File: src/rtl/gfx_cmd_sched_if.sv
// Host-command and raster-engine signal bundle for gfx_cmd_sched.
// Handshake: a command transfers on every rising edge where cmd_valid && cmd_ready; start_* are one-cycle pulses answered by eng_busy.
interface gfx_cmd_sched_if;
    logic        cmd_valid;
    logic        cmd_ready;
    logic        cmd_op;
    logic        cmd_fill_value;
    logic [95:0] cmd_geom;
    logic        eng_busy;
    logic [95:0] eng_geom;
    logic        start_blit;
    logic        start_fill;
    logic        fill_value;

    modport slave (
        input  cmd_valid, cmd_op, cmd_fill_value, cmd_geom, eng_busy,
        output cmd_ready, eng_geom, start_blit, start_fill, fill_value
    );

    modport master (
        output cmd_valid, cmd_op, cmd_fill_value, cmd_geom, eng_busy,
        input  cmd_ready, eng_geom, start_blit, start_fill, fill_value
    );
endinterface

File: src/rtl/gfx_cmd_sched.sv
// Queues blit/fill commands from the host and issues them one at a time to the raster engine.
// Define GFX_SCHED_TIMEOUT_EN to add a watchdog that abandons commands the engine never completes.
module gfx_cmd_sched #(
    parameter int  DEPTH          = 4,
    parameter int  TIMEOUT_CYCLES = 65535,
    localparam int LW             = $clog2(DEPTH) + 1
) (
    input  logic          clk,
    input  logic          rst_n,
    gfx_cmd_sched_if.slave bus,
    input  logic          clear_err,
    output logic [LW-1:0] level,
    output logic          overflow,
    output logic          timeout,
    output logic [1:0]    state_dbg
);

    localparam int PW = $clog2(DEPTH);
    localparam int CW = 98;
    localparam logic [LW-1:0] FULL_LEVEL = LW'(DEPTH);

    localparam logic [1:0] S_IDLE      = 2'd0;
    localparam logic [1:0] S_ISSUE     = 2'd1;
    localparam logic [1:0] S_WAIT_ACK  = 2'd2;
    localparam logic [1:0] S_WAIT_DONE = 2'd3;

    logic [1:0]    state_q;
    logic [1:0]    state_d;
    logic [CW-1:0] mem [DEPTH];
    logic [CW-1:0] head;
    logic [PW-1:0] wr_ptr_q;
    logic [PW-1:0] rd_ptr_q;
    logic [LW-1:0] level_q;
    logic          full;
    logic          empty;
    logic          ready;
    logic          push;
    logic          drop;
    logic          pop;
    logic          op_q;
    logic          fv_q;
    logic [95:0]   geom_q;
    logic          overflow_q;
    logic          wd_expired;

    assign full  = (level_q == FULL_LEVEL);
    assign empty = (level_q == '0);
    assign ready = rst_n && !full;
    assign push  = bus.cmd_valid && ready;
    assign drop  = bus.cmd_valid && full;
    // Pop only uses the registered level, so a command pushed into an empty FIFO waits one edge.
    assign pop   = (state_q == S_IDLE) && !empty && !bus.eng_busy;
    assign head  = mem[rd_ptr_q];

    // ---------------------------------------------------------------- FIFO
    always_ff @(posedge clk) begin
        if (push) begin
            mem[wr_ptr_q] <= {bus.cmd_op, bus.cmd_fill_value, bus.cmd_geom};
        end
    end

    always_ff @(posedge clk or negedge rst_n) begin
        if (!rst_n) begin
            wr_ptr_q <= '0;
            rd_ptr_q <= '0;
            level_q  <= '0;
        end else begin
            if (push) begin
                wr_ptr_q <= wr_ptr_q + 1'b1;
            end
            if (pop) begin
                rd_ptr_q <= rd_ptr_q + 1'b1;
            end
            case ({push, pop})
                2'b10:   level_q <= level_q + 1'b1;
                2'b01:   level_q <= level_q - 1'b1;
                default: level_q <= level_q;
            endcase
        end
    end

    // ---------------------------------------------------------------- issue FSM
    always_comb begin
        state_d = state_q;
        case (state_q)
            S_IDLE:      if (pop) state_d = S_ISSUE;
            S_ISSUE:     state_d = S_WAIT_ACK;
            S_WAIT_ACK:  if (bus.eng_busy) state_d = S_WAIT_DONE;
            S_WAIT_DONE: if (!bus.eng_busy) state_d = S_IDLE;
            default:     state_d = S_IDLE;
        endcase
        if (wd_expired) begin
            state_d = S_IDLE;
        end
    end

    always_ff @(posedge clk or negedge rst_n) begin
        if (!rst_n) begin
            state_q <= S_IDLE;
        end else begin
            state_q <= state_d;
        end
    end

    // Geometry, fill value and opcode change only on a pop and hold for the whole operation.
    always_ff @(posedge clk or negedge rst_n) begin
        if (!rst_n) begin
            op_q   <= 1'b0;
            fv_q   <= 1'b0;
            geom_q <= '0;
        end else if (pop) begin
            op_q   <= head[97];
            fv_q   <= head[96];
            geom_q <= head[95:0];
        end
    end

    always_ff @(posedge clk or negedge rst_n) begin
        if (!rst_n) begin
            overflow_q <= 1'b0;
        end else if (clear_err) begin
            overflow_q <= 1'b0;
        end else if (drop) begin
            overflow_q <= 1'b1;
        end
    end

    // ---------------------------------------------------------------- watchdog
`ifdef GFX_SCHED_TIMEOUT_EN
    localparam logic [15:0] WD_LAST = 16'(TIMEOUT_CYCLES - 1);

    logic [15:0] wd_cnt_q;
    logic        waiting;
    logic        timeout_q;

    assign waiting    = (state_q == S_WAIT_ACK) || (state_q == S_WAIT_DONE);
    assign wd_expired = waiting && (wd_cnt_q == WD_LAST);

    always_ff @(posedge clk or negedge rst_n) begin
        if (!rst_n) begin
            wd_cnt_q <= '0;
        end else if (!waiting || wd_expired) begin
            wd_cnt_q <= '0;
        end else begin
            wd_cnt_q <= wd_cnt_q + 1'b1;
        end
    end

    always_ff @(posedge clk or negedge rst_n) begin
        if (!rst_n) begin
            timeout_q <= 1'b0;
        end else if (clear_err) begin
            timeout_q <= 1'b0;
        end else if (wd_expired) begin
            timeout_q <= 1'b1;
        end
    end

    assign timeout = timeout_q;
`else
    assign wd_expired = 1'b0;
    assign timeout    = 1'b0;
`endif

    // ---------------------------------------------------------------- outputs
    assign bus.cmd_ready  = ready;
    assign bus.start_blit = (state_q == S_ISSUE) && !op_q;
    assign bus.start_fill = (state_q == S_ISSUE) && op_q;
    assign bus.eng_geom   = geom_q;
    assign bus.fill_value = fv_q;
    assign level          = level_q;
    assign overflow       = overflow_q;
    assign state_dbg      = state_q;

`ifndef SYNTHESIS
    a_params: assert property (@(posedge clk)
        (DEPTH >= 2) && ((DEPTH & (DEPTH - 1)) == 0) &&
        (TIMEOUT_CYCLES >= 1) && (TIMEOUT_CYCLES <= 65535));
    a_start_excl: assert property (@(posedge clk) disable iff (!rst_n)
        !(bus.start_blit && bus.start_fill));
    a_start_pulse: assert property (@(posedge clk) disable iff (!rst_n)
        (bus.start_blit || bus.start_fill) |=> !(bus.start_blit || bus.start_fill));
    a_geom_hold: assert property (@(posedge clk) disable iff (!rst_n)
        !pop |=> $stable(geom_q));
    a_level_max: assert property (@(posedge clk) disable iff (!rst_n)
        level_q <= FULL_LEVEL);
`endif

endmodule

File: src/flat_wrapper.sv
// flat-port wrapper written by rule: the top's interface ports become plain ports
module gfx_cmd_sched_flat 
#(
    parameter int  DEPTH          = 4,
    parameter int  TIMEOUT_CYCLES = 65535,
    localparam int LW             = $clog2(DEPTH) + 1
)
  (clk, rst_n, clear_err, level, overflow, timeout, state_dbg, bus_cmd_valid, bus_cmd_op, bus_cmd_fill_value, bus_cmd_geom, bus_eng_busy, bus_cmd_ready, bus_eng_geom, bus_start_blit, bus_start_fill, bus_fill_value);
  gfx_cmd_sched_if bus_i ();
  input  logic clk;
  input  logic rst_n;
  input  logic clear_err;
  output logic [LW-1:0] level;
  output logic overflow;
  output logic timeout;
  output logic [1:0] state_dbg;
  input wire logic [$bits(bus_i.cmd_valid)-1:0] bus_cmd_valid;
  input wire logic [$bits(bus_i.cmd_op)-1:0] bus_cmd_op;
  input wire logic [$bits(bus_i.cmd_fill_value)-1:0] bus_cmd_fill_value;
  input wire logic [$bits(bus_i.cmd_geom)-1:0] bus_cmd_geom;
  input wire logic [$bits(bus_i.eng_busy)-1:0] bus_eng_busy;
  output wire logic [$bits(bus_i.cmd_ready)-1:0] bus_cmd_ready;
  output wire logic [$bits(bus_i.eng_geom)-1:0] bus_eng_geom;
  output wire logic [$bits(bus_i.start_blit)-1:0] bus_start_blit;
  output wire logic [$bits(bus_i.start_fill)-1:0] bus_start_fill;
  output wire logic [$bits(bus_i.fill_value)-1:0] bus_fill_value;
  assign bus_i.cmd_valid = bus_cmd_valid;
  assign bus_i.cmd_op = bus_cmd_op;
  assign bus_i.cmd_fill_value = bus_cmd_fill_value;
  assign bus_i.cmd_geom = bus_cmd_geom;
  assign bus_i.eng_busy = bus_eng_busy;
  assign bus_cmd_ready = bus_i.cmd_ready;
  assign bus_eng_geom = bus_i.eng_geom;
  assign bus_start_blit = bus_i.start_blit;
  assign bus_start_fill = bus_i.start_fill;
  assign bus_fill_value = bus_i.fill_value;
  gfx_cmd_sched #(.DEPTH(DEPTH), .TIMEOUT_CYCLES(TIMEOUT_CYCLES)) u_core (.clk(clk), .rst_n(rst_n), .bus(bus_i), .clear_err(clear_err), .level(level), .overflow(overflow), .timeout(timeout), .state_dbg(state_dbg));
endmodule
File: config.mk
export PLATFORM = sky130hd
export DESIGN_NAME = gfx_cmd_sched_flat
export DESIGN_NICKNAME = d
export VERILOG_FILES = /design/src/rtl/gfx_cmd_sched_if.sv /design/src/rtl/gfx_cmd_sched.sv /design/src/flat_wrapper.sv
export SDC_FILE = /design/constraint.sdc
export NUM_CORES = 1
export LEC_CHECK = 0
export ABC_AREA = 1
export CAP_MARGIN = 10
export CELL_PAD_IN_SITES_DETAIL_PLACEMENT = 1
export CELL_PAD_IN_SITES_GLOBAL_PLACEMENT = 1
export CORE_MARGIN = 10
export CORE_UTILIZATION = 41
export DETAILED_ROUTE_END_ITERATION = 8
export HOLD_SLACK_MARGIN = 0.15
export PLACE_DENSITY_LB_ADDON = 0.1
export RECOVER_POWER = 100
export SYNTH_ARGS = -nofsm -noshare
export SYNTH_HDL_FRONTEND = slang
export SYNTH_SLANG_ARGS = --single-unit
export TNS_END_PERCENT = 50
File: constraint.sdc
create_clock -name clk -period 4.9 [get_ports clk]
set_input_delay 0.49 -clock clk [delete_from_list [all_inputs] [get_ports clk]]
set_output_delay 0.49 -clock clk [all_outputs]
set_load 0.03 [all_outputs]
Word-level counts from Yosys, hierarchy flattened
Memories as Yosys holds them, arrays and structs flattened. A register that Yosys moved wholly into a read port is not among the register bits.
Cells that the tools add are included.

storage, ports and cells
  register bits after elaboration = 10
  memory bits (writable) = 392
  bits of input ports = 103
  logic and storage cells = 45
  memories kept = 1

cells by class
  add/sub/neg operators = 4
  equal/unequal tests = 9
  mux-type cells = 9
  reduce and logical (&&, ||, !) cells = 17

memories
  name        depth  bits a word  rd ports  clocked after memory_dff  wr ports  RTL line             RTL
  u_core.mem  4      98           1         1                         1         gfx_cmd_sched.sv:29  logic [CW-1:0] mem [DEPTH];

operator list
  kind                   number
  $pmux W2 S4            1
  $logic_and A1 B1 Y1    7
  $eq A2 B2 Y1 const B   3
  $mux W2                3
  $pmux W3 S2            1
  $logic_not A1 Y1       5
  $add A2 B1 Y2 const B  2
  $eq A2 B1 Y1 const B   2
  $mux W1                4
  $ne A2 B2 Y1 const B   2
  $reduce_bool A2 Y1     2
  $add A3 B1 Y3 const B  1
  $eq A3 B3 Y1 const B   1
  $logic_not A3 Y1       1
  $reduce_and A3 Y1      1
  $sub A3 B1 Y3 const B  1
  $logic_not A2 Y1       1
  $ne A2 B1 Y1 const B   1

Depth between registers and ports, before layout
  depth in word-level cells = 6
  depth in mapped cells = 14

Least setup slack after synthesis
Ideal clock, no wire load.

  path type = register to register
  start = reg u_core.level_q[1], in the netlist u_core.level[1]
  end = mem u_core.mem[0][0] (enable)
  library setup time = 0.556 ns
  arrival = 5.020 ns
  required time = 4.344 ns
  slack = -0.676 ns
  cell stages (with the launch flop) = 5
  path buffers = 0
  cells stage by stage = dfrtp_1 -> nor2_2 -> nand2_1 -> nand3_1 -> nor2_1

on the way
  longest elaborated chain between the ends = 6

ends and longest elaborated chain
  what                           RTL line             RTL
  start, declared                gfx_cmd_sched.sv:33  logic [LW-1:0] level_q;
  start signal, assigned         gfx_cmd_sched.sv:75  2'b10: level_q <= level_q + 1'b1;
  start signal, assigned         gfx_cmd_sched.sv:76  2'b01: level_q <= level_q - 1'b1;
  start signal, assigned         gfx_cmd_sched.sv:77  default: level_q <= level_q;
  $eq A3 B3 Y1                   gfx_cmd_sched.sv:46  assign full = (level_q == FULL_LEVEL);
  $logic_not A1 Y1               gfx_cmd_sched.sv:48  assign ready = rst_n && !full;
  $logic_and A1 B1 Y1            gfx_cmd_sched.sv:48
  $logic_and A1 B1 Y1            gfx_cmd_sched.sv:49  assign push = bus.cmd_valid && ready;
  $mux W1                        gfx_cmd_sched.sv:57  if (push) begin
  $mux W1 (implied by the code)  gfx_cmd_sched.sv:58  mem[wr_ptr_q] <= {bus.cmd_op, bus.cmd_fill_value, bus.cmd_geom};
  end, declared                  gfx_cmd_sched.sv:29

No other way between the ends.

==> results.sh <==
export IMPL_status="finished, violations left"
export IMPL_violations="max-capacitance violations, max-slew violations"
export IMPL_tightest_slew_ps=2220
export IMPL_cp_arrival_ps=4290
export IMPL_drv_slew=472
export IMPL_endpoint_kind="flip-flop"
export IMPL_remaining_drc_errors=0
export IMPL_cts_setup_buffers=0
export IMPL_cts_tree="yes"
export IMPL_total_power_mw=14.8
export IMPL_nets=1949
export IMPL_intPower_mw=9.44
export IMPL_clk_path_buf_depth=3
export IMPL_place_ws_ps=1470
export IMPL_die_h_microns=239
export IMPL_drt_iter0_drc=657
export IMPL_crit_slowest_cell="clkbuf_2"
export IMPL_final_area_sq_mm=0.0239
export IMPL_cpMostUsedCell="nand2_1"
export IMPL_fp_dieArea_sq_mm=0.0571
export IMPL_cp_start_kind="flip-flop"
export IMPL_avgSynthCellArea_sq_um=12.0
export IMPL_yosys_area_top_type="edfxtp_1"
export IMPL_routabilityCongestion=0.716
export IMPL_swShare_pct=36.3
export IMPL_regArea_sq_mm=0.0145
export IMPL_cts_resized=0
export IMPL_power_density_mw_per_mm2=619
export IMPL_firstDrtPassIters=5
export IMPL_clock_skew_ps=25.9
export IMPL_r2r_start="u_core.rd_ptr_q[0]"
export IMPL_fin_ws_ps=1150
export IMPL_fillCellCount=4916
export IMPL_yosys_top_cells_area="edfxtp_1, dfrtp_1, nand2_1"
export IMPL_crit_chain="clkbuf_2, buf_4, nor2_1, nor2_1, o21ai_0, nand2_1, nand2_1, nand2_1"
export IMPL_hold_path_class="input port to asynchronous set/reset pin"
export IMPL_cp_slowest_stage_delay_ps=1450
export IMPL_cts_buffers=54
export IMPL_rr_worst_depth=8
export IMPL_synth_distinct_cells=27
export IMPL_combPwrFrac_pct=32.9
export IMPL_clock_latency_ps=600
export IMPL_track_usage_pct=17.0
export IMPL_die_w_microns=239
export IMPL_dp_hpwl_microns=28200
export IMPL_grt_pass1_vias=13100
export IMPL_finalHoldViolCount=0
export IMPL_power_switching_mw=5.38
export IMPL_yosys_warnings=0
export IMPL_required_ps=5440
export IMPL_drv_cap=8
export IMPL_clk_pin_slew_ps=60
export IMPL_setup_tns_final_ps=0
export IMPL_row_count=80
export IMPL_max_freq_mhz=267
export IMPL_antenna_found_initial=12
export IMPL_ys_ff_latch=500
export IMPL_htree_num_levels=2
export IMPL_routed_wl_microns=48600
export IMPL_min_period_over_period_pct=76.5
export IMPL_start_util_pct=41.4
export IMPL_postRouteAntennaNets=0
export IMPL_grt_pass1_wl_microns=75400
export IMPL_grt_max_degree=161
export IMPL_drive_gt1_share_pct=5.95
export IMPL_rsz0062_at_grt="no"
export IMPL_dr_total_vias=12300
export IMPL_multi_input_area_sq_mm=0.00419
export IMPL_path_max_fanout=111
export IMPL_synth_top_area_share_pct=59.9
export IMPL_root_buffer="clkbuf_16"
export IMPL_relSlewSlack_pct=-48.2
export IMPL_reg2reg_slack_ps=1150
export IMPL_via_per_inst=4.93
export IMPL_dpl_cell_area_sq_mm=0.0221
export IMPL_crit_type="flip-flop to flip-flop"
export IMPL_finalSetupViolations=0
export IMPL_power_leakage_nw=9.62
export IMPL_pwr_share_seq_pct=39.2
export IMPL_netlist_instances=1640
export IMPL_pwr_share_clk_pct=27.9
export IMPL_cts_hold_buf=1
export IMPL_fin_util_pct=50.3
export IMPL_syn_area_sq_mm=0.0197
export IMPL_dpl_cell_count=2393
export IMPL_fin_cells=2501
export IMPL_portBuffers=208
export IMPL_cts_sinks=500
export IMPL_ios=210
export IMPL_cp_endpoint="u_core.bus.eng_geom[93]"
export IMPL_overflow=0
export IMPL_rr_endpoint="u_core.bus.eng_geom[93]"
export IMPL_hold_slack_ps=425
export IMPL_min_period_ps=3750
export IMPL_syn2layout_area_growth_pct=21.7
export IMPL_core_area_sq_mm=0.0475
export IMPL_ys_seq_area_share_pct=73.6
export IMPL_critPathLaunch="u_core.rd_ptr_q[0]"
export IMPL_synth_fp_nets=1754
export IMPL_wl_per_cell_microns=19.4
export IMPL_ir_drop_mv=0.405
-- worst min path at each step --
| stage | start | to | slack (ps) | cells past startpoint |
|---|---|---|---|---|
| 4_1_cts | rst_n | u_core.bus.eng_geom[63] | 410 | 2 |
| 2_1_floorplan | rst_n | u_core.bus.eng_geom[0] | 190 | 0 |
| 3_3_place_gp | u_core.bus.eng_geom[80] | u_core.bus.eng_geom[80] | 460 | 2 |
| 5_1_grt | rst_n | u_core.bus.eng_geom[78] | 450 | 2 |
| 3_5_place_dp | u_core.bus.eng_geom[47] | u_core.bus.eng_geom[47] | 470 | 2 |
| 6_report | rst_n | u_core.level[1] | 420 | 2 |
-- cell families (layout without fill, tap and decap cells) --
family	Yosys count	after routing	share of synthesized area, %
compound gates	201	201	6.38
xor+xnor	4	4	0.178
fa+ha+maj	11	11	0.738
buf+inv	204	445	5.26
flops	500	500	73.6
other cells	1	6	0.0191
simple gates	719	719	13.8
-- cell usage in the layout, fill, tap and decap left out, drive strengths merged, types with 3 or more instances in the layout --
cell	netlist	layout
o21ai	101	101
nor2	205	205
diode	0	5
xor2	3	3
inv	117	119
clkinv	0	14
dfrtp	108	108
clkbuf	12	90
nand2	507	507
nand3	5	5
o211ai	98	98
dlygate4sd3	0	205
buf	75	7
edfxtp	392	392
clkdlybuf4s50	0	3
ha	10	10
bufinv	0	5
-- power groups by stage --
stage	combinational [mW]	sequential, mW	clock, mW
floorplan	2.76	6.56	0
global placement	5.05	5.88	0
detailed placement	5.17	5.90	0
CTS	5.20	5.83	4.23
global route	5.49	5.90	4.42
finish	4.88	5.81	4.13
-- registers in the layout (all words and copies together), names as in the netlist --
name	count
u_core.mem	392
u_core.bus.eng_geom	96
u_core.level	3
u_core.rd_ptr_q	2
u_core.state_dbg	2
u_core.wr_ptr_q	2
u_core.bus.fill_value	1
u_core.op_q	1
u_core.overflow	1
-- Yosys cell counts (all sizes together) --
master	instances
nand2	507
xor2	3
a21oi	1
edfxtp	392
o211ai	98
fa	1
a21boi	1
ha	10
xnor2	1
o21ai	101
clkbuf	12
nand3b	1
conb	1
nor2	205
nand3	5
buf	75
inv	117
or2	1
dfrtp	108
-- area by class of cell --
class                           count  share of cell area (%)
Tap cell                          615                    3.22
Clock buffer                       79                    6.59
Inverter                          117                    1.86
Multi-Input combinational cell    936                    17.5
Sequential cell                   500                    60.5
Clock inverter                     23                    1.09
Antenna cell                        5                  0.0523
Timing Repair Buffer              226                    9.19
-- worst max-delay path: cells and delay by family (launching register included) --
| family | cells | cell delay, ps |
|---|---|---|
| AOI/OAI and AO/OA | 1 | 90 |
| buffers and inverters | 2 | 2480 |
| DFF | 1 | 430 |
| and+or+nand+nor | 5 | 550 |
-- layer usage --
layer | routed length [microns] | part of all wire [%] | GRT usage [%] | up-vias
li1 | - | - | - | 5890
met1 | 21000 | 43 | 20.8 | 6147
met2 | 24200 | 50 | 29.6 | 199
met3 | 2320 | 4.8 | 3.70 | 83
met4 | 1080 | 2.2 | 5.21 | 8
met5 | 38 | 0.078 | 0 | -
(Power assumes the default switching activity.)
